[config.mk]
export PLATFORM = sky130hd
export DESIGN_NAME = vdp_bus_master_flat
export DESIGN_NICKNAME = d
export VERILOG_FILES = /design/src/rtl/vdp_bus_master_if.sv /design/src/rtl/vdp_bus_master.sv /design/src/flat_wrapper.sv
export SDC_FILE = /design/constraint.sdc
export NUM_CORES = 1
export LEC_CHECK = 0
export CAP_MARGIN = 10
export CORE_UTILIZATION = 45
export CTS_BUF_LIST = sky130_fd_sc_hd__clkbuf_16
export DETAILED_ROUTE_END_ITERATION = 12
export GPL_ROUTABILITY_DRIVEN = 0
export MAX_ROUTING_LAYER = met4
export PLACE_DENSITY_LB_ADDON = 0.1
export SLEW_MARGIN = 10
export SYNTH_ARGS = -nofsm -noshare
export SYNTH_HDL_FRONTEND = slang
export SYNTH_SLANG_ARGS = --single-unit
[constraint.sdc]
create_clock -name CLK -period 2.05 [get_ports CLK]
set_input_delay 0.205 -clock CLK [delete_from_list [all_inputs] [get_ports CLK]]
set_output_delay 0.205 -clock CLK [all_outputs]
set_load 0.005 [all_outputs]
[src/rtl/vdp_bus_master_if.sv]
// Command/response channels and VDP CPU-port bus signals of vdp_bus_master.
// master = the bus initiator's view, slave = the host/VDP side.
interface vdp_bus_master_if;
   logic        CMD_VALID;
   logic        CMD_READY;
   logic        CMD_RNW;
   logic [4:0]  CMD_ADDR;
   logic [15:0] CMD_DATA;
   logic [1:0]  CMD_BE;
   logic        RSP_VALID;
   logic        RSP_READY;
   logic [15:0] RSP_DATA;
   logic        RSP_ERR;
   logic        VDP_SEL;
   logic [4:0]  VDP_A;
   logic        VDP_RNW;
   logic        VDP_UDS_N;
   logic        VDP_LDS_N;
   logic [15:0] VDP_DI;
   logic [15:0] VDP_DO;
   logic        VDP_DTACK_N;

   modport master (
      input  CMD_VALID, CMD_RNW, CMD_ADDR, CMD_DATA, CMD_BE, RSP_READY, VDP_DO, VDP_DTACK_N,
      output CMD_READY, RSP_VALID, RSP_DATA, RSP_ERR,
      output VDP_SEL, VDP_A, VDP_RNW, VDP_UDS_N, VDP_LDS_N, VDP_DI
   );

   modport slave (
      output CMD_VALID, CMD_RNW, CMD_ADDR, CMD_DATA, CMD_BE, RSP_READY, VDP_DO, VDP_DTACK_N,
      input  CMD_READY, RSP_VALID, RSP_DATA, RSP_ERR,
      input  VDP_SEL, VDP_A, VDP_RNW, VDP_UDS_N, VDP_LDS_N, VDP_DI
   );
endinterface

[src/rtl/vdp_bus_master.sv]
// Turns single-beat valid/ready commands into 68000-style VDP bus cycles.
// Define VDP_BUS_TIMEOUT_EN to add a DTACK_N watchdog that errors out stalled cycles.
module vdp_bus_master #(
   parameter int SETUP_CYCLES    = 1,
   parameter int RECOVERY_CYCLES = 1,
   parameter int TIMEOUT_CYCLES  = 255
) (
   input logic              CLK,
   input logic              RST_N,
   vdp_bus_master_if.master bus
);
   // One counter serves setup, recovery and the watchdog, so it is sized for the largest.
   localparam int SR_MAX  = (SETUP_CYCLES > RECOVERY_CYCLES) ? SETUP_CYCLES : RECOVERY_CYCLES;
   localparam int CNT_MAX = (SR_MAX > TIMEOUT_CYCLES) ? SR_MAX : TIMEOUT_CYCLES;
   localparam int CNT_W   = (CNT_MAX > 1) ? $clog2(CNT_MAX) : 1;
   localparam logic [CNT_W-1:0] SETUP_LAST = CNT_W'(SETUP_CYCLES - 1);
   localparam logic [CNT_W-1:0] REC_LAST   = CNT_W'(RECOVERY_CYCLES - 1);
`ifdef VDP_BUS_TIMEOUT_EN
   localparam logic [CNT_W-1:0] TMO_LAST   = CNT_W'(TIMEOUT_CYCLES - 1);
`endif

   typedef enum logic [2:0] {S_IDLE, S_SETUP, S_STROBE, S_RELEASE, S_RESP} state_t;

   state_t            r_state, w_state;
   logic [CNT_W-1:0]  r_cnt, w_cnt;
   logic              r_seen, w_seen;
   logic [1:0]        r_be, w_be;
   logic              r_sel, w_sel;
   logic [4:0]        r_a, w_a;
   logic              r_rnw, w_rnw;
   logic              r_uds_n, w_uds_n;
   logic              r_lds_n, w_lds_n;
   logic [15:0]       r_di, w_di;
   logic              r_rsp_valid, w_rsp_valid;
   logic [15:0]       r_rsp_data, w_rsp_data;
   logic              r_rsp_err, w_rsp_err;
   logic              w_release;

   always_comb begin
      w_state     = r_state;
      w_cnt       = r_cnt;
      w_seen      = r_seen;
      w_be        = r_be;
      w_sel       = r_sel;
      w_a         = r_a;
      w_rnw       = r_rnw;
      w_uds_n     = r_uds_n;
      w_lds_n     = r_lds_n;
      w_di        = r_di;
      w_rsp_valid = r_rsp_valid;
      w_rsp_data  = r_rsp_data;
      w_rsp_err   = r_rsp_err;
      w_release   = 1'b0;
      case (r_state)
         S_IDLE: begin
            if (bus.CMD_VALID) begin
               w_be       = bus.CMD_BE;
               w_cnt      = '0;
               w_rsp_data = '0;
               w_rsp_err  = 1'b0;
               if (bus.CMD_BE == 2'b00) begin
                  w_state     = S_RESP;
                  w_rsp_valid = 1'b1;
                  w_rsp_err   = 1'b1;
               end else begin
                  w_state = S_SETUP;
                  w_a     = bus.CMD_ADDR;
                  w_rnw   = bus.CMD_RNW;
                  w_di    = bus.CMD_RNW ? 16'h0000 : bus.CMD_DATA;
               end
            end
         end
         S_SETUP: begin
            if (r_cnt == SETUP_LAST) begin
               w_state = S_STROBE;
               w_cnt   = '0;
               w_sel   = 1'b1;
               w_uds_n = ~r_be[1];
               w_lds_n = ~r_be[0];
            end else begin
               w_cnt = r_cnt + 1'b1;
            end
         end
         S_STROBE: begin
            if (!bus.VDP_DTACK_N) begin
               if (r_rnw) w_rsp_data = bus.VDP_DO & {{8{r_be[1]}}, {8{r_be[0]}}};
               w_release = 1'b1;
            end
`ifdef VDP_BUS_TIMEOUT_EN
            else if (r_cnt == TMO_LAST) begin
               w_rsp_err  = 1'b1;
               w_rsp_data = '0;
               w_release  = 1'b1;
            end else begin
               w_cnt = r_cnt + 1'b1;
            end
`endif
         end
         S_RELEASE: begin
            // r_seen splits the state: waiting for DTACK_N high, then recovery.
            if (!r_seen) begin
               if (bus.VDP_DTACK_N) begin
                  w_seen = 1'b1;
                  w_cnt  = '0;
               end
`ifdef VDP_BUS_TIMEOUT_EN
               else if (r_cnt == TMO_LAST) begin
                  w_rsp_err   = 1'b1;
                  w_rsp_data  = '0;
                  w_state     = S_RESP;
                  w_rsp_valid = 1'b1;
               end else begin
                  w_cnt = r_cnt + 1'b1;
               end
`endif
            end else if (r_cnt == REC_LAST) begin
               w_state     = S_RESP;
               w_rsp_valid = 1'b1;
            end else begin
               w_cnt = r_cnt + 1'b1;
            end
         end
         S_RESP: begin
            if (bus.RSP_READY) begin
               w_state     = S_IDLE;
               w_rsp_valid = 1'b0;
            end
         end
         default: w_state = S_IDLE;
      endcase
      if (w_release) begin
         w_state = S_RELEASE;
         w_cnt   = '0;
         w_seen  = 1'b0;
         w_sel   = 1'b0;
         w_uds_n = 1'b1;
         w_lds_n = 1'b1;
         w_rnw   = 1'b1;
         w_di    = '0;
      end
   end

   always_ff @(posedge CLK) begin
      if (!RST_N) begin
         r_state     <= S_IDLE;
         r_cnt       <= '0;
         r_seen      <= 1'b0;
         r_be        <= '0;
         r_sel       <= 1'b0;
         r_a         <= '0;
         r_rnw       <= 1'b1;
         r_uds_n     <= 1'b1;
         r_lds_n     <= 1'b1;
         r_di        <= '0;
         r_rsp_valid <= 1'b0;
         r_rsp_data  <= '0;
         r_rsp_err   <= 1'b0;
      end else begin
         r_state     <= w_state;
         r_cnt       <= w_cnt;
         r_seen      <= w_seen;
         r_be        <= w_be;
         r_sel       <= w_sel;
         r_a         <= w_a;
         r_rnw       <= w_rnw;
         r_uds_n     <= w_uds_n;
         r_lds_n     <= w_lds_n;
         r_di        <= w_di;
         r_rsp_valid <= w_rsp_valid;
         r_rsp_data  <= w_rsp_data;
         r_rsp_err   <= w_rsp_err;
      end
   end

   assign bus.CMD_READY = RST_N && (r_state == S_IDLE);
   assign bus.RSP_VALID = r_rsp_valid;
   assign bus.RSP_DATA  = r_rsp_data;
   assign bus.RSP_ERR   = r_rsp_err;
   assign bus.VDP_SEL   = r_sel;
   assign bus.VDP_A     = r_a;
   assign bus.VDP_RNW   = r_rnw;
   assign bus.VDP_UDS_N = r_uds_n;
   assign bus.VDP_LDS_N = r_lds_n;
   assign bus.VDP_DI    = r_di;
endmodule

[src/flat_wrapper.sv]
// flat-port wrapper written by rule: the top's interface ports become plain ports
module vdp_bus_master_flat 
#(
   parameter int SETUP_CYCLES    = 1,
   parameter int RECOVERY_CYCLES = 1,
   parameter int TIMEOUT_CYCLES  = 255
)
  (CLK, RST_N, bus_CMD_VALID, bus_CMD_RNW, bus_CMD_ADDR, bus_CMD_DATA, bus_CMD_BE, bus_RSP_READY, bus_VDP_DO, bus_VDP_DTACK_N, bus_CMD_READY, bus_RSP_VALID, bus_RSP_DATA, bus_RSP_ERR, bus_VDP_SEL, bus_VDP_A, bus_VDP_RNW, bus_VDP_UDS_N, bus_VDP_LDS_N, bus_VDP_DI);
  vdp_bus_master_if bus_i ();
  input logic CLK;
  input logic RST_N;
  input wire logic [$bits(bus_i.CMD_VALID)-1:0] bus_CMD_VALID;
  input wire logic [$bits(bus_i.CMD_RNW)-1:0] bus_CMD_RNW;
  input wire logic [$bits(bus_i.CMD_ADDR)-1:0] bus_CMD_ADDR;
  input wire logic [$bits(bus_i.CMD_DATA)-1:0] bus_CMD_DATA;
  input wire logic [$bits(bus_i.CMD_BE)-1:0] bus_CMD_BE;
  input wire logic [$bits(bus_i.RSP_READY)-1:0] bus_RSP_READY;
  input wire logic [$bits(bus_i.VDP_DO)-1:0] bus_VDP_DO;
  input wire logic [$bits(bus_i.VDP_DTACK_N)-1:0] bus_VDP_DTACK_N;
  output wire logic [$bits(bus_i.CMD_READY)-1:0] bus_CMD_READY;
  output wire logic [$bits(bus_i.RSP_VALID)-1:0] bus_RSP_VALID;
  output wire logic [$bits(bus_i.RSP_DATA)-1:0] bus_RSP_DATA;
  output wire logic [$bits(bus_i.RSP_ERR)-1:0] bus_RSP_ERR;
  output wire logic [$bits(bus_i.VDP_SEL)-1:0] bus_VDP_SEL;
  output wire logic [$bits(bus_i.VDP_A)-1:0] bus_VDP_A;
  output wire logic [$bits(bus_i.VDP_RNW)-1:0] bus_VDP_RNW;
  output wire logic [$bits(bus_i.VDP_UDS_N)-1:0] bus_VDP_UDS_N;
  output wire logic [$bits(bus_i.VDP_LDS_N)-1:0] bus_VDP_LDS_N;
  output wire logic [$bits(bus_i.VDP_DI)-1:0] bus_VDP_DI;
  assign bus_i.CMD_VALID = bus_CMD_VALID;
  assign bus_i.CMD_RNW = bus_CMD_RNW;
  assign bus_i.CMD_ADDR = bus_CMD_ADDR;
  assign bus_i.CMD_DATA = bus_CMD_DATA;
  assign bus_i.CMD_BE = bus_CMD_BE;
  assign bus_i.RSP_READY = bus_RSP_READY;
  assign bus_i.VDP_DO = bus_VDP_DO;
  assign bus_i.VDP_DTACK_N = bus_VDP_DTACK_N;
  assign bus_CMD_READY = bus_i.CMD_READY;
  assign bus_RSP_VALID = bus_i.RSP_VALID;
  assign bus_RSP_DATA = bus_i.RSP_DATA;
  assign bus_RSP_ERR = bus_i.RSP_ERR;
  assign bus_VDP_SEL = bus_i.VDP_SEL;
  assign bus_VDP_A = bus_i.VDP_A;
  assign bus_VDP_RNW = bus_i.VDP_RNW;
  assign bus_VDP_UDS_N = bus_i.VDP_UDS_N;
  assign bus_VDP_LDS_N = bus_i.VDP_LDS_N;
  assign bus_VDP_DI = bus_i.VDP_DI;
  vdp_bus_master #(.SETUP_CYCLES(SETUP_CYCLES), .RECOVERY_CYCLES(RECOVERY_CYCLES), .TIMEOUT_CYCLES(TIMEOUT_CYCLES)) u_core (.CLK(CLK), .RST_N(RST_N), .bus(bus_i));
endmodule
==> out/qor.csv, run 1 <==
metric,value,unit
ys_ff_latch,57,
worst_slew_pin_slew,0.4839,ns
io_pins,89,
worst_setup_path_start_kind,register,
cp_data_required_time,1.85,ns
power_density,833.4,nW/um2
grt_overflow,0,
period_minus_slack,1.971,ns
drt-total-wl,6.629,mm
status,finished clean,
rows,27,
grt_pass1_vias,2247,
grt_pass1_wl,10.65,mm
nNetsFinal,443,
antenna_found_initial,0,
h-tree-depth,3,
die_w,78.90,um
grt_max_degree,31,
async_flop_share,0,%
io_buffers,88,
synth-seq-area-share,42.88,%
synth_edf_count,0,
dr_total_vias,2487,
end_kind,output port,
peakVddDrop,0.5393,mV
synth_nets,348,
dp_hpwl,4.435,mm
root_buffer,clkbuf_16,
hold_viol_final,0,
synth_cell_types,50,
cap_violations,0,
crit_fanout,11,
synth_top_area_share,42.88,%
syn_avg_cell_area,8.842,um2
clkLatencyLatePin,0.32,ns
antenna_left,0,
cts-buffers-inserted,9,
crit_type,register to output port,
drive_gt1_share,9.726,%
drtIter0Drc,278,
setup-violations-final,0,
die_h,78.90,um
synth_top_cells_by_area,"dfxtp_1, nand2_1, mux2i_1",
antenna_cells,0,
clk_path_buf_depth,2,
cts.clk_slew.worst_paths,0.05,ns
synth_flop_cell,dfxtp_1,
p_leak,1.455,nW
drc_errors,0,
cts_hold_buffers,0,
wl_per_cell,14.01,um
postLayoutCoreUtil,70.73,%
dr.pass1.iters,4,
die-area,6225,um2
slew_viol_final,0,
cts_tree,yes,
fin_skew,0.007261,ns
synthToLayoutAreaGrowth,49.04,%
synth_top_area_cell,dfxtp_1,
fmax,507.3,MHz
fin_tns_setup,0,ns
start_util,47.46,%
via_per_inst,5.258,
hold_class,primary input to register,
cts_sinks,57,
grtUsageTotal,22.62,%
arrival,1.77,ns
rsz0062_at_grt,no,
core_area,5608,um2
syn_inst,301,
slew_headroom,67.69,%
syn_area,2661,um2
yosys_warnings,0,
period_share,96.15,%
==> path summary, 6_finish.rpt <==
path / endpoint / depth (start not counted) / startpoint / slack [ns]
worst max-delay path: bus_CMD_READY / 3 / u_core.r_state[2] / 0.08
worst min-delay path: u_core.bus.VDP_DI[13] / 3 / bus_CMD_DATA[13] / 0.43
worst max register to register: u_core.r_cnt[2] / 7 / u_core.r_cnt[0] / 0.10
worst min register to register: u_core.bus.VDP_SEL / 2 / u_core.bus.VDP_SEL / 0.44
==> worst max-delay path: stages (launching register included) <==
cell	delay [ns]
dfxtp_1	0.42
or2_1	0.29
nor3b_1	0.20
clkdlybuf4s50_1	0.55
==> layer usage <==
metal	track usage, %	up-vias	part of all wire [%]
met1	28.92	1138	45
li1	-	1250	-
met4	9.818	0	1.4
met5	-	-	0
met3	7.471	10	7.6
met2	32.52	89	46
==> final cells by class <==
cell class | count | area, um2
multi-input combinational | 219 | 1414
tap | 72 | 90.09
sequential | 57 | 1141
fill | 467 | 1642
inverter | 6 | 22.52
timing repair buffer | 103 | 1018
clock buffer | 9 | 225.2
clock inverter | 7 | 55.05
==> sequential cells by signal, indices dropped and copies added (netlist names), 2 cells and up <==
register	flops
u_core.bus.RSP_DATA	16
u_core.bus.VDP_DI	16
u_core.r_cnt	8
u_core.bus.VDP_A	5
u_core.r_state	3
u_core.r_be	2
==> Yosys cell counts, drive strengths merged (3+ instances only) <==
| cell | n |
|---|---|
| a31oi | 6 |
| dfxtp | 57 |
| clkbuf | 10 |
| a21oi | 27 |
| nand4 | 6 |
| o21ai | 11 |
| nand2 | 50 |
| and2 | 18 |
| o31ai | 5 |
| inv | 6 |
| buf | 9 |
| nor2 | 6 |
| a21boi | 7 |
| nor2b | 19 |
| nand2b | 7 |
| o211ai | 4 |
| o21a | 3 |
| or4 | 3 |
| mux2i | 16 |
==> cell usage in the layout, fill, tap and decap left out, drive strengths merged, types with 11 or more instances in the layout <==
cell type      instances
a21oi                 27
nor2b                 19
mux2i                 16
buf                   15
clkdlybuf4s50         88
nand2                 50
dfxtp                 57
and2                  18
o21ai                 11
==> repair_timing <==
action | 4_1_cts | 5_1_grt
endpoints found under the setup margin | 0 | 3
resized for setup | 0 | 1
hold endpoints to repair | 0 | 0
setup buffers | 0 | 2
==> per-stage QoR <==
stage | total power, mW | std cells | instance area (um2) | hold slack, ns | worst slack, ns
after floorplan | 1.597 | 301 | 2661 | 0.3390 | 0.4100
after global placement | 1.917 | 455 | 3665 | 0.4356 | 0.1146
after detailed placement | 1.921 | 455 | 3665 | 0.4373 | 0.04232
after CTS | 3.332 | 471 | 3945 | 0.4227 | 0.06919
after global routing | 3.448 | 473 | 3966 | 0.4393 | 0.02382
final | 3.305 | 473 | 3966 | 0.4310 | 0.07886
==> logic make-up after synthesis <==
group | after synthesis | share of synthesized area, %
mux | 16 | 6.018
compound gates | 77 | 19.37
flops | 57 | 42.88
buf+inv | 25 | 4.231
fa+ha+maj | 2 | 0.9401
simple gates | 124 | 26.56
==> where the power goes <==
part	leakage, nW	switching [mW]	internal, mW
Sequential	0.463	0.0576	1.18
Combinational	0.841	0.311	0.363
Clock	0.150	0.479	0.915
Total	1.45	0.848	2.46
Note: power is estimated with default switching activity, not from simulation.
==> inputs of run 2 (changes only) <==
- CAP_MARGIN: 10 -> not set
==> results of run 2 <==
Final layout, timing and power as in run 1 (identical DEF).
==> inputs of run 3 (changes only) <==
- CAP_MARGIN: not set -> 20
- CORE_UTILIZATION: 45 -> 46
==> run 3 against run 2 <==
Effect of this change: clock skew decreased by 0.0022 ns; largest cell class unchanged; clock power increased by 6%; sequential power about the same; register-to-register slack improved by 0.09 ns; combinational power decreased by 0.6%; hold slack got worse by 0.015 ns; sequential cell count unchanged; critical path depth unchanged.
==> out/qor.csv, run 3 (synthesis gave the netlist of run 1 again) <==
metric,value,unit
status,finished clean,
start_util,48.04,%
grt_pass1_wl,11.27,mm
hold_class,primary input to register,
final_cell_mix,"clkdlybuf4s50_1, dfxtp_1, nand2_1",
drt-total-wl,6.781,mm
worst_slew_pin_slew,0.5046,ns
cts_hold_buffers,0,
period_minus_slack,1.956,ns
antenna_found_initial,0,
wl_per_cell,14.37,um
grt.busiest_layer,met2,
fillCellCount,441,
grt_max_degree,23,
cap_violations,0,
hold_viol_final,0,
dr_total_vias,2487,
synthToLayoutAreaGrowth,49.18,%
final_common_cell,clkdlybuf4s50_1,
grtUsageTotal,24.60,%
antenna_left,0,
drtIter0Drc,155,
use_met2,37.28,%
cp_data_required_time,1.85,ns
fmax,511.1,MHz
slew_viol_final,0,
worst_setup_path_start_kind,register,
regArea,1142,um2
rows,27,
clk_path_buf_depth,2,
dr.pass1.iters,4,
multi_input_area,1421,um2
arrival,1.75,ns
grt_overflow,0,
die_w,78.06,um
drc_errors,0,
via_per_inst,5.269,
io_buffers,88,
drive_gt1_share,11.00,%
cts_tree,yes,
grtUsageMet1,29.09,%
core_area,5540,um2
crit_fanout,14,
end_kind,output port,
peakVddDrop,0.5996,mV
h-tree-depth,3,
die-area,6093,um2
slew_headroom,66.22,%
fin_skew,0.005091,ns
postLayoutCoreUtil,71.66,%
dp_hpwl,4.622,mm
cts-buffers-inserted,9,
cts_sinks,57,
root_buffer,clkbuf_16,
crit_type,register to output port,
die_h,78.06,um
rsz0062_at_grt,no,
setup-violations-final,0,
period_share,95.44,%
power_density,851.7,nW/um2
grt_pass1_vias,2414,
fin_tns_setup,0,ns
antenna_cells,0,
p_leak,1.436,nW
clkLatencyLatePin,0.33,ns
cts.clk_slew.worst_paths,0.05,ns
globalRouteMet3Util,10.00,%
nNetsFinal,442,
io_pins,89,
[run 3: cell type report]
type | instances | share of cell area, %
Tap cell | 72 | 2.269
Multi-Input combinational cell | 219 | 35.80
Inverter | 6 | 0.5673
Timing Repair Buffer | 102 | 25.15
Sequential cell | 57 | 28.77
Clock inverter | 7 | 1.765
Clock buffer | 9 | 5.673
[run 3: worst paths after layout]
| kind | start | slack (ns) | to | cells past startpoint |
|---|---|---|---|---|
| hold / removal | bus_CMD_DATA[11] | 0.42 | u_core.bus.VDP_DI[11] | 3 |
| hold reg to reg | u_core.bus.VDP_DI[3] | 0.45 | u_core.bus.VDP_DI[3] | 2 |
| setup / recovery | u_core.r_state[0] | 0.09 | bus_CMD_READY | 3 |
| setup reg to reg | u_core.r_cnt[0] | 0.19 | u_core.r_cnt[7] | 6 |
[run 3: through the flow]
| step | cells | total power [mW] | hold slack (ns) | cell area, um2 | setup WS [ns] |
|---|---|---|---|---|---|
| after floorplan | 301 | 1.597 | 0.3390 | 2661 | 0.4100 |
| after global placement | 456 | 1.909 | 0.4332 | 3660 | 0.09169 |
| after detailed placement | 456 | 1.916 | 0.4465 | 3660 | 0.02655 |
| after CTS | 472 | 3.400 | 0.4136 | 3959 | 0.02388 |
| after global routing | 472 | 3.520 | 0.4140 | 3970 | 0.02580 |
| final | 472 | 3.381 | 0.4158 | 3970 | 0.09355 |
[run 3: worst max-delay path: stages (launching register included)]
cell	delay, ns
dfxtp_2	0.40
or2_4	0.30
nor3b_2	0.19
clkdlybuf4s50_1	0.53
[run 3: where the power goes]
part	switching [mW]	internal (mW)
logic	0.311	0.359
registers	0.0596	1.18
clock network	0.538	0.936
total	0.908	2.47
[run 3: repair_timing]
action | 4_1_cts | 5_1_grt
buffers inserted | 0 | 0
endpoints found under the setup margin | 1 | 6
gates resized for setup | 2 | 2
[run 3: routing by layer]
layer  part of all wire [%]  vias up
met5                      0        -
met4                    2.3        0
met3                    7.2       15
met2                     46       84
met1                     45     1139
li1                       -     1249
